[src/rtl/ex_hilo_if.sv]
// EX-stage HI/LO bus: operation request and read-select inputs, plus the
// busy/stall handshake and architectural HI/LO outputs.
interface ex_hilo_if;
    logic        iHiLoWrite;
    logic [5:0]  iFun;
    logic [31:0] iRegOut1;
    logic [31:0] iRegOut2;
    logic        iRead;
    logic        iHL;
    logic        oBusy;
    logic        oStall;
    logic [31:0] oResult;
    logic [31:0] oHi;
    logic [31:0] oLo;

    modport master (
        output iHiLoWrite, iFun, iRegOut1, iRegOut2, iRead, iHL,
        input  oBusy, oStall, oResult, oHi, oLo
    );

    modport slave (
        input  iHiLoWrite, iFun, iRegOut1, iRegOut2, iRead, iHL,
        output oBusy, oStall, oResult, oHi, oLo
    );
endinterface

[src/rtl/ex_hilo.sv]
// HI/LO unit: 33-cycle iterative multiply / restoring divide, MTHI/MTLO,
// and MFHI/MFLO read port with a combinational stall towards the pipeline.
module ex_hilo (
    input  logic     clk,
    input  logic     rst,
    ex_hilo_if.slave bus
);
    localparam int DATA_W = 32;

    localparam logic [5:0] FUN_MULT  = 6'h18;
    localparam logic [5:0] FUN_MULTU = 6'h19;
    localparam logic [5:0] FUN_DIV   = 6'h1A;
    localparam logic [5:0] FUN_DIVU  = 6'h1B;
    localparam logic [5:0] FUN_MTHI  = 6'h11;
    localparam logic [5:0] FUN_MTLO  = 6'h13;

    typedef enum logic [1:0] {S_IDLE, S_MUL, S_DIV, S_FIX} state_t;

    state_t              state_q;
    logic                busy_q;
    logic [DATA_W-1:0]   hi_q;
    logic [DATA_W-1:0]   lo_q;
    logic [DATA_W-1:0]   a_q;
    logic [DATA_W-1:0]   b_q;
    logic [2*DATA_W-1:0] acc_q;
    logic [5:0]          cnt_q;
    logic                neg_q;
    logic                rneg_q;
    logic                div_q;
    logic                dz_q;

    function automatic logic [DATA_W-1:0] negate(input logic [DATA_W-1:0] v);
        return ~v + 1'b1;
    endfunction

    function automatic logic [2*DATA_W-1:0] negate_wide(input logic [2*DATA_W-1:0] v);
        return ~v + 1'b1;
    endfunction

    // 0x80000000 maps onto itself, which is the correct unsigned magnitude.
    function automatic logic [DATA_W-1:0] magnitude(input logic signed [DATA_W-1:0] v,
                                                    input logic is_signed);
        return (is_signed && (v < 0)) ? negate(v) : v;
    endfunction

    logic                op_mdu_d;
    logic                op_div_d;
    logic                op_signed_d;
    logic [DATA_W-1:0]   mag1_d;
    logic [DATA_W-1:0]   mag2_d;

    always_comb begin
        op_mdu_d    = (bus.iFun == FUN_MULT) || (bus.iFun == FUN_MULTU) ||
                      (bus.iFun == FUN_DIV)  || (bus.iFun == FUN_DIVU);
        op_div_d    = (bus.iFun == FUN_DIV)  || (bus.iFun == FUN_DIVU);
        op_signed_d = (bus.iFun == FUN_MULT) || (bus.iFun == FUN_DIV);
        mag1_d      = magnitude(bus.iRegOut1, op_signed_d);
        mag2_d      = magnitude(bus.iRegOut2, op_signed_d);
    end

    logic [DATA_W:0]     mul_sum_d;
    logic [2*DATA_W-1:0] mul_acc_d;
    logic [DATA_W:0]     div_rem_d;
    logic [DATA_W:0]     div_diff_d;
    logic [2*DATA_W-1:0] div_acc_d;

    // acc_q holds {partial product, multiplier} for MUL and
    // {partial remainder, dividend/quotient} for DIV.
    always_comb begin
        mul_sum_d  = {1'b0, acc_q[2*DATA_W-1:DATA_W]} + (acc_q[0] ? {1'b0, a_q} : '0);
        mul_acc_d  = {mul_sum_d, acc_q[DATA_W-1:1]};
        div_rem_d  = acc_q[2*DATA_W-1:DATA_W-1];
        div_diff_d = div_rem_d - {1'b0, b_q};
        if (div_rem_d >= {1'b0, b_q}) begin
            div_acc_d = {div_diff_d[DATA_W-1:0], acc_q[DATA_W-2:0], 1'b1};
        end else begin
            div_acc_d = {div_rem_d[DATA_W-1:0], acc_q[DATA_W-2:0], 1'b0};
        end
    end

    logic [2*DATA_W-1:0] prod_d;
    logic [DATA_W-1:0]   fix_hi_d;
    logic [DATA_W-1:0]   fix_lo_d;

    always_comb begin
        prod_d   = neg_q ? negate_wide(acc_q) : acc_q;
        fix_hi_d = prod_d[2*DATA_W-1:DATA_W];
        fix_lo_d = prod_d[DATA_W-1:0];
        if (div_q) begin
            if (dz_q) begin
                // Rebuild the original dividend from its magnitude and sign.
                fix_hi_d = rneg_q ? negate(a_q) : a_q;
                fix_lo_d = '1;
            end else begin
                fix_hi_d = rneg_q ? negate(acc_q[2*DATA_W-1:DATA_W]) : acc_q[2*DATA_W-1:DATA_W];
                fix_lo_d = neg_q ? negate(acc_q[DATA_W-1:0]) : acc_q[DATA_W-1:0];
            end
        end
    end

    always_ff @(posedge clk or posedge rst) begin
        if (rst) begin
            state_q <= S_IDLE;
            busy_q  <= 1'b0;
            hi_q    <= '0;
            lo_q    <= '0;
            a_q     <= '0;
            b_q     <= '0;
            acc_q   <= '0;
            cnt_q   <= '0;
            neg_q   <= 1'b0;
            rneg_q  <= 1'b0;
            div_q   <= 1'b0;
            dz_q    <= 1'b0;
        end else begin
            case (state_q)
                S_IDLE: begin
                    if (bus.iHiLoWrite) begin
                        if (bus.iFun == FUN_MTHI) begin
                            hi_q <= bus.iRegOut1;
                        end else if (bus.iFun == FUN_MTLO) begin
                            lo_q <= bus.iRegOut1;
                        end else if (op_mdu_d) begin
                            a_q     <= mag1_d;
                            b_q     <= mag2_d;
                            acc_q   <= {{DATA_W{1'b0}}, (op_div_d ? mag1_d : mag2_d)};
                            neg_q   <= op_signed_d & (bus.iRegOut1[DATA_W-1] ^ bus.iRegOut2[DATA_W-1]);
                            rneg_q  <= op_signed_d & bus.iRegOut1[DATA_W-1];
                            div_q   <= op_div_d;
                            dz_q    <= (bus.iRegOut2 == '0);
                            cnt_q   <= '0;
                            busy_q  <= 1'b1;
                            state_q <= op_div_d ? S_DIV : S_MUL;
                        end
                    end
                end
                S_MUL: begin
                    acc_q <= mul_acc_d;
                    cnt_q <= cnt_q + 6'd1;
                    if (cnt_q == 6'd31) state_q <= S_FIX;
                end
                S_DIV: begin
                    acc_q <= div_acc_d;
                    cnt_q <= cnt_q + 6'd1;
                    if (cnt_q == 6'd31) state_q <= S_FIX;
                end
                S_FIX: begin
                    hi_q    <= fix_hi_d;
                    lo_q    <= fix_lo_d;
                    busy_q  <= 1'b0;
                    state_q <= S_IDLE;
                end
                default: begin
                    busy_q  <= 1'b0;
                    state_q <= S_IDLE;
                end
            endcase
        end
    end

    assign bus.oBusy   = busy_q;
    assign bus.oStall  = busy_q & (bus.iHiLoWrite | bus.iRead);
    assign bus.oResult = bus.iRead ? (bus.iHL ? hi_q : lo_q) : '0;
    assign bus.oHi     = hi_q;
    assign bus.oLo     = lo_q;
endmodule

[src/flat_wrapper.sv]
// flat-port wrapper written by rule: the top's interface ports become plain ports
module ex_hilo_flat 
  (clk, rst, bus_iHiLoWrite, bus_iFun, bus_iRegOut1, bus_iRegOut2, bus_iRead, bus_iHL, bus_oBusy, bus_oStall, bus_oResult, bus_oHi, bus_oLo);
  ex_hilo_if bus_i ();
  input  logic clk;
  input  logic rst;
  input wire logic [$bits(bus_i.iHiLoWrite)-1:0] bus_iHiLoWrite;
  input wire logic [$bits(bus_i.iFun)-1:0] bus_iFun;
  input wire logic [$bits(bus_i.iRegOut1)-1:0] bus_iRegOut1;
  input wire logic [$bits(bus_i.iRegOut2)-1:0] bus_iRegOut2;
  input wire logic [$bits(bus_i.iRead)-1:0] bus_iRead;
  input wire logic [$bits(bus_i.iHL)-1:0] bus_iHL;
  output wire logic [$bits(bus_i.oBusy)-1:0] bus_oBusy;
  output wire logic [$bits(bus_i.oStall)-1:0] bus_oStall;
  output wire logic [$bits(bus_i.oResult)-1:0] bus_oResult;
  output wire logic [$bits(bus_i.oHi)-1:0] bus_oHi;
  output wire logic [$bits(bus_i.oLo)-1:0] bus_oLo;
  assign bus_i.iHiLoWrite = bus_iHiLoWrite;
  assign bus_i.iFun = bus_iFun;
  assign bus_i.iRegOut1 = bus_iRegOut1;
  assign bus_i.iRegOut2 = bus_iRegOut2;
  assign bus_i.iRead = bus_iRead;
  assign bus_i.iHL = bus_iHL;
  assign bus_oBusy = bus_i.oBusy;
  assign bus_oStall = bus_i.oStall;
  assign bus_oResult = bus_i.oResult;
  assign bus_oHi = bus_i.oHi;
  assign bus_oLo = bus_i.oLo;
  ex_hilo u_core (.clk(clk), .rst(rst), .bus(bus_i));
endmodule
[config.mk]
export PLATFORM = sky130hd
export DESIGN_NAME = ex_hilo_flat
export DESIGN_NICKNAME = d
export VERILOG_FILES = /design/src/rtl/ex_hilo_if.sv /design/src/rtl/ex_hilo.sv /design/src/flat_wrapper.sv
export SDC_FILE = /design/constraint.sdc
export NUM_CORES = 1
export LEC_CHECK = 0
export BUFFER_PORTS_ARGS = -buffer_cell sky130_fd_sc_hd__buf_2
export CAP_MARGIN = 20
export CORE_MARGIN = 5
export CORE_UTILIZATION = 45
export DETAILED_ROUTE_END_ITERATION = 10
export GPL_ROUTABILITY_DRIVEN = 0
export HOLD_SLACK_MARGIN = 0.05
export PLACE_DENSITY = 0.61
export SYNTH_ARGS = -nofsm -noshare
export SYNTH_HDL_FRONTEND = slang
export SYNTH_SLANG_ARGS = --single-unit
[constraint.sdc]
create_clock -name clk -period 11 [get_ports clk]
set_input_delay 2.2 -clock clk [delete_from_list [all_inputs] [get_ports clk]]
set_output_delay 2.2 -clock clk [all_outputs]
set_load 0.1 [all_outputs]
==> impl_metrics.toml <==
[clocking]
holdBufCountCts = 0
cts_setup_buffers = 0
cts.root.buffer_cell = "sky130_fd_sc_hd__clkbuf_16"
total_of_cells_resized_after_clock_tree_synthesis = 0
cts_tree = "built"
worst_path_clk_slew_ps = 60
clock_latency_at_the_later_pin_of_the_worst_skew_pair_ps = 560
ctsHtreeMaxLevel = 1
numCtsBuffers = 25
clock-sinks = 205
worst_case_clock_buffer_depth = 3

[floorplanning]
top_level_port_count = 173
initial_core_utilization_pct = 45.7
chipHeight_microns = 211
fp.coreArea_sq_um = 39800
fp.dieW_microns = 211
die_area_sq_um = 44500
number_of_placement_rows = 73

[global_routing]
first_global_vias = 17200
largest_net_degree_at_the_start_of_global_routing = 94
groute.usage.overall_pct = 29.9
number_of_antenna_violations_at_the_first_check_in_global_routing = 1
global_route_wire_length_before_repair_microns = 105000
grt_overflow = 0

[worst_setup_path]
cp_cell_sequence = "buf_2 -> mux2i_1 -> nor2b_1 -> buf_2"
r2r_start = "u_core.state_q[0]"
critPathRequiredTime_ps = 8800
crit_slowest_cell = "sky130_fd_sc_hd__buf_2"
worst_path_most_repeated_cell = "sky130_fd_sc_hd__buf_2"
start_kind = "input pin"
critical_path_arrival_ps = 3720
critPathCaptureType = "output port"
critPathKind = "in -> out"
reg2regPathDepth = 10
timing.critical_path.from = "bus_iHL"
cpPeakStageDelay_ps = 720
cp_max_fo = 32

[logic_synthesis]
synth_top_flop_cell = "sky130_fd_sc_hd__dfrtp_1"
synth-edff-count = 0
synth_seq_cells = 205
postSynthCellCount = 2364
sequential_to_total_area_share_from_yosys_stat_pct = 28.2
synth.avg_cell_area_sq_um = 7.69
post_synth_num_cell_types = 72
synthArstFlopShare_pct = 100
syn-num-nets = 2515
post_synth_instance_area_sq_um = 18200
synth.yosys.warnings = 0

[placed_design]
detailedPlace.worstSlack_ps = 5040
dp.cells = 2901
placement.io_buffers = 172
dpl_wire_length_microns = 53700

[power_and_ir_drop]
power_density_nw_per_um2 = 346
total_power_consumption_mw = 6.93
power_leakage_nw = 8.62
max-vdd-ir-drop_mv = 0.228

[timing]
setup_repair_after_global_routing_missed_its_margin = "no"
final.min_clock_period_ps = 5920
setup_violations = 0
period_share_pct = 53.9
fin_ws_ps = 5080
worst_skew_ps = 27.5
tightestPinTransition_ps = 1130
hold_viol = 0
max_freq_mhz = 169
setup_tns_ps = 0
worst_slew_margin_rel_pct = 25.0
slew_violations = 0

[final_layout]
finish.cell_count_without_fillers = 2947
area_growth_syn_to_layout_pct = 10.3
drive_gt1_share_pct = 11.4
final_net_count = 2555
final_cell_mix = "sky130_fd_sc_hd__nand2_1 (315), sky130_fd_sc_hd__o21ai_0 (289), sky130_fd_sc_hd__dfrtp_1 (203)"
finalCoreUtilization_pct = 50.4
final_common_cell = "sky130_fd_sc_hd__nand2_1"

[route]
routed_wire_length_per_instance_microns = 23.7
first_pass_iters = 6
route.vias.total = 18800
ant_nets = 0
drt-vias-per-instance = 6.38
routed_wirelength_microns = 69800
first_iter_violations = 2525
drc = 0

[worst_hold_path]
hold_path.startpoint = "u_core.b_q[4]"
min_path_cells = 2
timing.hold.worst.class = "reg -> reg"

[status]
status = "finished, final reports clean"

[job]
maxCapViolCount = 0
Yosys cell counts, types with 38 or more instances:
| cell type | n | area, sq um |
|---|---|---|
| sky130_fd_sc_hd__nand3_1 | 38 | 190 |
| sky130_fd_sc_hd__inv_1 | 78 | 293 |
| sky130_fd_sc_hd__xnor2_1 | 128 | 1120 |
| sky130_fd_sc_hd__o21ai_0 | 289 | 1450 |
| sky130_fd_sc_hd__mux2i_1 | 59 | 591 |
| sky130_fd_sc_hd__o31ai_1 | 50 | 375 |
| sky130_fd_sc_hd__nor2_1 | 144 | 541 |
| sky130_fd_sc_hd__nand2_1 | 316 | 1190 |
| sky130_fd_sc_hd__clkbuf_1 | 164 | 616 |
| sky130_fd_sc_hd__a21oi_1 | 133 | 666 |
| sky130_fd_sc_hd__dfrtp_1 | 205 | 5130 |
| sky130_fd_sc_hd__and2_1 | 39 | 244 |
| sky130_fd_sc_hd__o22ai_1 | 41 | 257 |
| sky130_fd_sc_hd__nor3_1 | 44 | 220 |
| sky130_fd_sc_hd__xor2_1 | 97 | 850 |
| sky130_fd_sc_hd__nor2b_1 | 38 | 238 |
| sky130_fd_sc_hd__ha_1 | 74 | 926 |
cell families (layout without fill, tap and decap cells):
| group | count (synthesis) | count (layout) | synth area share, % |
|---|---|---|---|
| AND/OR/NAND/NOR | 770 | 770 | 20.2 |
| AO/OA/AOI/OAI | 766 | 766 | 26.5 |
| buffers and inverters | 260 | 317 | 5.48 |
| XOR/XNOR | 225 | 225 | 10.8 |
| flip-flops | 205 | 205 | 28.2 |
| adder cells (fa/ha/maj) | 76 | 76 | 5.31 |
| multiplexers | 62 | 62 | 3.50 |
| other | 0 | 1 | 0 |
flip-flops by register name, summed over array words and instances, names as in the netlist:
name	flops
u_core.acc_q	64
u_core.neg_q	1
u_core.bus.oHi	32
u_core.rneg_q	1
u_core.state_q	2
u_core.div_q	1
u_core.bus.oLo	32
u_core.b_q	32
u_core.bus.oBusy	1
u_core.a_q	32
u_core.dz_q	1
u_core.cnt_q	6
per-layer routing:
| metal | vias up | global-route usage (%) | wire length [microns] |
|---|---|---|---|
| met5 | - | 0 | 0 |
| met3 | 160 | 5.09 | 6870 |
| met2 | 1001 | 43.8 | 29800 |
| met1 | 9048 | 43.8 | 29900 |
| met4 | 0 | 12.1 | 3280 |
| li1 | 8601 | - | - |
through the flow:
stage / cell area (sq um) / hold slack [ps]
6_report: 20100 / 478
5_1_grt: 20100 / 517
4_1_cts: 20000 / 486
3_5_place_dp: 19200 / 473
3_3_place_gp: 19200 / 468
2_1_floorplan: 18200 / 450
power breakdown:
| part | leakage, nW | internal (mW) | total, mW | switching [mW] |
|---|---|---|---|---|
| clock network | 0.403 | 0.489 | 0.836 | 0.346 |
| logic | 5.61 | 1.35 | 4.40 | 3.05 |
| registers | 2.60 | 1.07 | 1.70 | 0.625 |
cell type report:
cell class / count / area [sq um]
antenna: 1 / 2.50
multi-input combinational: 1899 / 12100
timing repair buffer: 195 / 1050
clock inverter: 10 / 104
tap: 525 / 657
clock buffer: 34 / 699
sequential: 205 / 5130
fill: 3933 / 19800
inverter: 78 / 300
path summary, 6_finish.rpt:
kind                                 endpoint  slack, ps
min reg2reg                     u_core.b_q[4]        480
min                             u_core.b_q[4]        480
max in group asynchronous        u_core.neg_q       7920
min in group asynchronous  u_core.bus.oLo[18]       1740
max reg2reg                u_core.bus.oHi[26]       6010
max                            bus_oResult[1]       5080
critical path: cells and delay by family:
kind	cells	cell delay [ps]
buf+inv	2	1160
mux	1	180
simple gates	1	160
(Power assumes the default switching activity.)
